--- src/rtl/spi_seq_pkg.sv ---
// Shared types and sizing helpers for the SPI transfer sequencer and its FIFOs.
package spi_seq_pkg;

    typedef enum logic [1:0] {
        IDLE      = 2'd0,
        LAUNCH    = 2'd1,
        WAIT_DONE = 2'd2,
        GAP       = 2'd3
    } seq_state_t;

    // Occupancy needs one more bit than the pointers so that "full" is representable.
    function automatic int level_w(input int depth);
        return $clog2(depth) + 1;
    endfunction

    // The gap counter only ever holds GAP_CYCLES-1 down to 0.
    function automatic int gap_cnt_w(input int gap);
        return (gap <= 2) ? 1 : $clog2(gap);
    endfunction

endpackage

--- src/rtl/spi_sync_fifo.sv ---
// Synchronous first-word fall-through FIFO; push while full and pop while empty are ignored.
module spi_sync_fifo
    import spi_seq_pkg::*;
#(
    parameter int DATA_LEN   = 8,
    parameter int FIFO_DEPTH = 4
) (
    input  logic                           clk,
    input  logic                           rst_n,
    input  logic                           push,
    input  logic [DATA_LEN-1:0]            push_data,
    input  logic                           pop,
    output logic [DATA_LEN-1:0]            pop_data,
    output logic                           full,
    output logic                           empty,
    output logic [level_w(FIFO_DEPTH)-1:0] level
);

    localparam int AW = $clog2(FIFO_DEPTH);
    localparam int LW = level_w(FIFO_DEPTH);

    logic [DATA_LEN-1:0] mem [FIFO_DEPTH];
    logic [AW-1:0]       wr_ptr;
    logic [AW-1:0]       rd_ptr;
    logic [LW-1:0]       count;
    logic                do_push;
    logic                do_pop;

    assign full     = (count == LW'(FIFO_DEPTH));
    assign empty    = (count == '0);
    assign level    = count;
    assign do_push  = push && !full;
    assign do_pop   = pop && !empty;
    assign pop_data = empty ? '0 : mem[rd_ptr];

    always_ff @(posedge clk or negedge rst_n) begin
        if (!rst_n) begin
            wr_ptr <= '0;
            rd_ptr <= '0;
            count  <= '0;
        end else begin
            if (do_push) wr_ptr <= wr_ptr + 1'b1;
            if (do_pop)  rd_ptr <= rd_ptr + 1'b1;
            case ({do_push, do_pop})
                2'b10:   count <= count + 1'b1;
                2'b01:   count <= count - 1'b1;
                default: count <= count;
            endcase
        end
    end

    // Storage is datapath only; occupancy tracking makes stale contents unobservable.
    always_ff @(posedge clk) begin
        if (do_push) mem[wr_ptr] <= push_data;
    end

endmodule

--- src/rtl/spi_xfer_sequencer.sv ---
// Feeds spi_leader one word per transfer from a TX FIFO and collects results in an RX FIFO.
// Optional statistics outputs (xfer_count, stall_cycles) are built when SPI_SEQ_STATS_EN is defined.
module spi_xfer_sequencer
    import spi_seq_pkg::*;
#(
    parameter int DATA_LEN   = 8,
    parameter int FIFO_DEPTH = 4,
    parameter int GAP_CYCLES = 5
) (
    input  logic                      sys_clk,
    input  logic                      rst_n,
    input  logic                      enable,
    input  logic                      tx_valid,
    output logic                      tx_ready,
    input  logic [DATA_LEN-1:0]       tx_data,
    output logic                      rx_valid,
    input  logic                      rx_ready,
    output logic [DATA_LEN-1:0]       rx_data,
    output logic                      spi_go,
    output logic [DATA_LEN-1:0]       spi_tx_data,
    input  logic                      spi_done,
    input  logic [DATA_LEN-1:0]       spi_rx_data,
    output logic [$clog2(FIFO_DEPTH):0] tx_level,
    output logic [$clog2(FIFO_DEPTH):0] rx_level,
    output logic                      idle
`ifdef SPI_SEQ_STATS_EN
    ,
    output logic [15:0]               xfer_count,
    output logic [15:0]               stall_cycles
`endif
);

    localparam int GW = gap_cnt_w(GAP_CYCLES);
    localparam logic [GW-1:0] GAP_LOAD = GW'((GAP_CYCLES > 0) ? GAP_CYCLES - 1 : 0);

    seq_state_t          state, state_nxt;
    logic [GW-1:0]       gap_cnt;
    logic [DATA_LEN-1:0] tx_head;
    logic                tx_full, tx_empty, rx_full, rx_empty;
    logic                launch_ok, tx_pop, rx_push;

    spi_sync_fifo #(.DATA_LEN(DATA_LEN), .FIFO_DEPTH(FIFO_DEPTH)) u_tx_fifo (
        .clk       (sys_clk),
        .rst_n     (rst_n),
        .push      (tx_valid),
        .push_data (tx_data),
        .pop       (tx_pop),
        .pop_data  (tx_head),
        .full      (tx_full),
        .empty     (tx_empty),
        .level     (tx_level)
    );

    spi_sync_fifo #(.DATA_LEN(DATA_LEN), .FIFO_DEPTH(FIFO_DEPTH)) u_rx_fifo (
        .clk       (sys_clk),
        .rst_n     (rst_n),
        .push      (rx_push),
        .push_data (spi_rx_data),
        .pop       (rx_ready),
        .pop_data  (rx_data),
        .full      (rx_full),
        .empty     (rx_empty),
        .level     (rx_level)
    );

    assign tx_ready  = !tx_full;
    assign rx_valid  = !rx_empty;
    // Reserving RX space at launch is what lets WAIT_DONE push unconditionally.
    assign launch_ok = enable && !tx_empty && !rx_full;
    assign tx_pop    = (state == IDLE) && launch_ok;
    assign rx_push   = (state == WAIT_DONE) && spi_done;

    always_ff @(posedge sys_clk or negedge rst_n) begin
        if (!rst_n) state <= IDLE;
        else        state <= state_nxt;
    end

    always_comb begin
        state_nxt = state;
        spi_go    = 1'b0;
        idle      = 1'b0;
        case (state)
            IDLE: begin
                idle = tx_empty;
                if (launch_ok) state_nxt = LAUNCH;
            end
            LAUNCH: begin
                spi_go    = 1'b1;
                state_nxt = WAIT_DONE;
            end
            WAIT_DONE: begin
                if (spi_done) state_nxt = (GAP_CYCLES == 0) ? IDLE : GAP;
            end
            GAP: begin
                if (gap_cnt == '0) state_nxt = IDLE;
            end
            default: state_nxt = IDLE;
        endcase
    end

    always_ff @(posedge sys_clk or negedge rst_n) begin
        if (!rst_n) begin
            gap_cnt     <= '0;
            spi_tx_data <= '0;
        end else begin
            if (rx_push)
                gap_cnt <= GAP_LOAD;
            else if ((state == GAP) && (gap_cnt != '0))
                gap_cnt <= gap_cnt - 1'b1;
            if (tx_pop) spi_tx_data <= tx_head;
        end
    end

`ifdef SPI_SEQ_STATS_EN
    always_ff @(posedge sys_clk or negedge rst_n) begin
        if (!rst_n) begin
            xfer_count   <= '0;
            stall_cycles <= '0;
        end else begin
            if (rx_push) xfer_count <= xfer_count + 1'b1;
            if ((state == IDLE) && enable && !tx_empty && rx_full && (stall_cycles != 16'hFFFF))
                stall_cycles <= stall_cycles + 1'b1;
        end
    end
`else
    // Statistics counters are not built in this configuration.
`endif

endmodule

--- config.mk ---
export PLATFORM = sky130hd
export DESIGN_NAME = spi_xfer_sequencer
export DESIGN_NICKNAME = d
export VERILOG_FILES = /design/src/rtl/spi_seq_pkg.sv /design/src/rtl/spi_sync_fifo.sv /design/src/rtl/spi_xfer_sequencer.sv
export SDC_FILE = /design/constraint.sdc
export NUM_CORES = 1
export LEC_CHECK = 0
export CAP_MARGIN = 20
export CORE_ASPECT_RATIO = 1.25
export CORE_MARGIN = 4
export CORE_UTILIZATION = 25
export CTS_CLUSTER_DIAMETER = 150
export DETAILED_ROUTE_END_ITERATION = 12
export PLACE_DENSITY = 0.45
export SLEW_MARGIN = 0
export SYNTH_ARGS = -nofsm -noshare
export SYNTH_HDL_FRONTEND = slang
export SYNTH_SLANG_ARGS = --single-unit
--- constraint.sdc ---
create_clock -name sys_clk -period 2.42 [get_ports sys_clk]
set_clock_uncertainty 0.1 [all_clocks]
set_input_delay 0.484 -clock sys_clk [delete_from_list [all_inputs] [get_ports sys_clk]]
set_output_delay 0.484 -clock sys_clk [all_outputs]
set_load 0.01 [all_outputs]
==> impl_metrics.env <==
export IMPL_gr_usage_met1=0.109
export IMPL_synth_cell_type_count=29
export IMPL_comb_power_share=0.376
export IMPL_antennaDiodeCount=0
export IMPL_grt_overflow=0
export IMPL_rows=50
export IMPL_port_buffers=47
export IMPL_synth_nets=259
export IMPL_drc=0
export IMPL_coreArea_um2=15000
export IMPL_period_share=0.966
export IMPL_finalHoldViolCount=0
export IMPL_grt_busiest_layer="met2"
export IMPL_r2r_end="u_rx_fifo.level[2]"
export IMPL_maxSlewViolCount=0
export IMPL_power_total_mw=6.18
export IMPL_r2r_slack_ns=0.17
export IMPL_drive_gt1_frac=0.254
export IMPL_rsz0062_at_grt="false"
export IMPL_syn_area_um2=3830
export IMPL_fin_crit_ns=2.34
export IMPL_yosysWarnings=0
export IMPL_die_h_um=146
export IMPL_cell_internal_pwr_mw=4.36
export IMPL_vias=1989
export IMPL_finalSetupViolCount=0
export IMPL_power_switching_fraction=0.296
export IMPL_clockBufferDepth=2
export IMPL_final_cell_mix="64 x edfxtp_1, 39 x clkdlybuf4s50_1, 26 x dfrtp_1, 18 x inv_1, 17 x buf_4"
export IMPL_grt_pass1_vias=2214
export IMPL_worst_pin_slew_ns=0.457
export IMPL_max_clock_freq_mhz=428
export IMPL_cp_arrival_ns=1.75
export IMPL_dp_cells=458
export IMPL_pre_cts_slack_ns=0.0400
export IMPL_required_ns=1.84
export IMPL_dr_first_iter_drc_count=82
export IMPL_worstHoldStart="spi_tx_data[2]"
export IMPL_cts_buffers=9
export IMPL_p_clk_frac=0.241
export IMPL_maxCapViolCount=0
export IMPL_synth_seq_area_share=0.678
export IMPL_rr_worst_depth=9
export IMPL_ys_seq_elements=91
export IMPL_start_kind="flop"
export IMPL_whs_path_depth=1
export IMPL_die_area_um2=17400
export IMPL_switchingPower_mw=1.83
export IMPL_cts_root_buf="clkbuf_16"
export IMPL_cts_tree="yes"
export IMPL_grt_use_met3=0.0252
export IMPL_endpoint_kind="primary output"
export IMPL_wl_um=7190
export IMPL_viasPerCell=4.17
export IMPL_routedWlPerCell_um=15.1
export IMPL_grt_max_degree=28
export IMPL_postSynthCellCount=219
export IMPL_insertion_delay_ns=0.34
export IMPL_crit_path_max_fanout=2
export IMPL_h_tree_depth=3
export IMPL_avgSynthCellArea_um2=17.5
export IMPL_finalWorstSetupSlack_ns=0.0834
export IMPL_final_common_cell="edfxtp_1"
export IMPL_hold_path_class="reg -> reg"
export IMPL_instances_no_fill=477
export IMPL_outcome="complete, no violations"
export IMPL_grt_pass1_wl_um=12000
export IMPL_critPathKind="reg -> out"
export IMPL_irDropWorstVdd_v=0.000454
export IMPL_cts_hold_buffers=0
export IMPL_cts_clk_slew_worst_paths_ns=0.06
export IMPL_initial_utilization=0.255
export IMPL_antenna_left=0
export IMPL_power_frac_seq=0.383
export IMPL_use_met2=0.151
export IMPL_power_density_nw_per_um2=1240
export IMPL_place_congestion=0.684
export IMPL_fin_util=0.333
export IMPL_final_nets=330
export IMPL_syn_to_final_growth_pct=30.5
export IMPL_drtPass1Iterations=4
export IMPL_io_pins=48
export IMPL_reg2reg_from="u_rx_fifo.level[1]"
export IMPL_slew_headroom=0.695
export IMPL_antenna_found_initial=0
export IMPL_cts_sinks=91
export IMPL_whs_ns=0.416
export IMPL_dp_hpwl_um=4910
export IMPL_min_to="spi_tx_data[2]"
export IMPL_die_x_um=119
export IMPL_track_usage=0.0913
export IMPL_power_leakage_nw=1.90
## routing by layer
layer	vias to the layer above	wire length [um]
met1	992	3200
met5	-	0
met4	0	160
met2	43	3520
li1	943	-
met3	11	302
## state kept, by name (all words and copies together), names as in the netlist
signal,cells
gap_cnt,3
spi_tx_data,8
state,2
u_rx_fifo.level,3
u_rx_fifo.mem,32
u_rx_fifo.rd_ptr,2
u_rx_fifo.wr_ptr,2
u_tx_fifo.level,3
u_tx_fifo.mem,32
u_tx_fifo.rd_ptr,2
u_tx_fifo.wr_ptr,2
## final cells by class
class                           count  area, um2
Fill cell                        1502      10000
Sequential cell                    91       2600
Multi-Input combinational cell    102       1140
Timing Repair Buffer               68        643
Clock buffer                       10        229
Tap cell                          182        228
Clock inverter                      6       88.8
Inverter                           18       67.6
## through the flow
stage | TNS (ns) | cell area (um2)
floorplan | 0 | 3830
global placement | 0 | 4650
detailed placement | 0 | 4650
CTS | -0.122 | 5010
global route | 0 | 5000
finish | 0 | 5000
## power by group through the flow
stage	combinational [mW]	clock (mW)	sequential [mW]
2_1_floorplan	1.40	0	2.33
3_3_place_gp	2.33	0	2.40
3_5_place_dp	2.33	0	2.41
4_1_cts	2.40	1.54	2.38
5_1_grt	2.58	1.62	2.43
6_report	2.33	1.49	2.37
## timing repair
item	4_1_cts	5_1_grt
resized for setup	30	9
setup endpoints to repair	9	8
pin swaps	3	0
buffers inserted	4	0
## cell usage after synthesis
cell type,count,area [um2]
buf_6,1,11.3
nor2_1,3,11.3
fa_1,2,40.0
ha_1,16,200
dfrtp_1,27,676
o32a_1,1,10.0
nor2b_1,2,12.5
mux2_4,7,105
nand3_1,1,5.00
xor2_1,6,52.6
inv_1,18,67.6
xnor2_1,7,61.3
nor3_1,1,5.00
nand2_1,7,26.3
and4b_4,1,13.8
nand3b_1,1,7.51
edfxtp_1,64,1920
mux2i_1,1,10.0
mux2_2,3,33.8
clkbuf_1,5,18.8
buf_2,2,10.0
and2_1,15,93.8
mux4_2,16,360
or3_1,1,6.26
a221oi_1,2,17.5
and3_1,4,25.0
a21oi_1,1,5.00
o21ai_0,3,15.0
or3b_1,1,8.76
## worst max-delay path: stages, from the launching register on
cell and delay (ns):
dfrtp_1 0.41, buf_6 0.12, buf_4 0.11, mux4_2 0.48
and2_4 0.16, buf_2 0.13
## how the worst max path moves through the flow
stage	start	end	slack, ns
6_report	u_rx_fifo.rd_ptr[0]	rx_data[0]	0.08
5_1_grt	u_rx_fifo.rd_ptr[0]	rx_data[0]	0.003
4_1_cts	u_rx_fifo.rd_ptr[0]	rx_data[0]	-0.05
3_5_place_dp	enable	u_tx_fifo.level[2]	0.04
3_3_place_gp	enable	u_tx_fifo.level[2]	0.04
2_1_floorplan	u_rx_fifo.level[1]	u_rx_fifo.level[2]	0.12
## cells by family (layout without fill, tap and decap cells)
group                    count (synthesis)  count (layout)  share of synthesized area
multiplexers                            27              27                      0.133
AND/OR/NAND/NOR                         37              37                     0.0562
buffers and inverters                   26             102                     0.0281
AO/OA/AOI/OAI                            7               7                     0.0124
flip-flops                              91              91                      0.678
adder cells (fa/ha/maj)                 18              18                     0.0627
XOR/XNOR                                13              13                     0.0297
(Power assumes the default switching activity.)
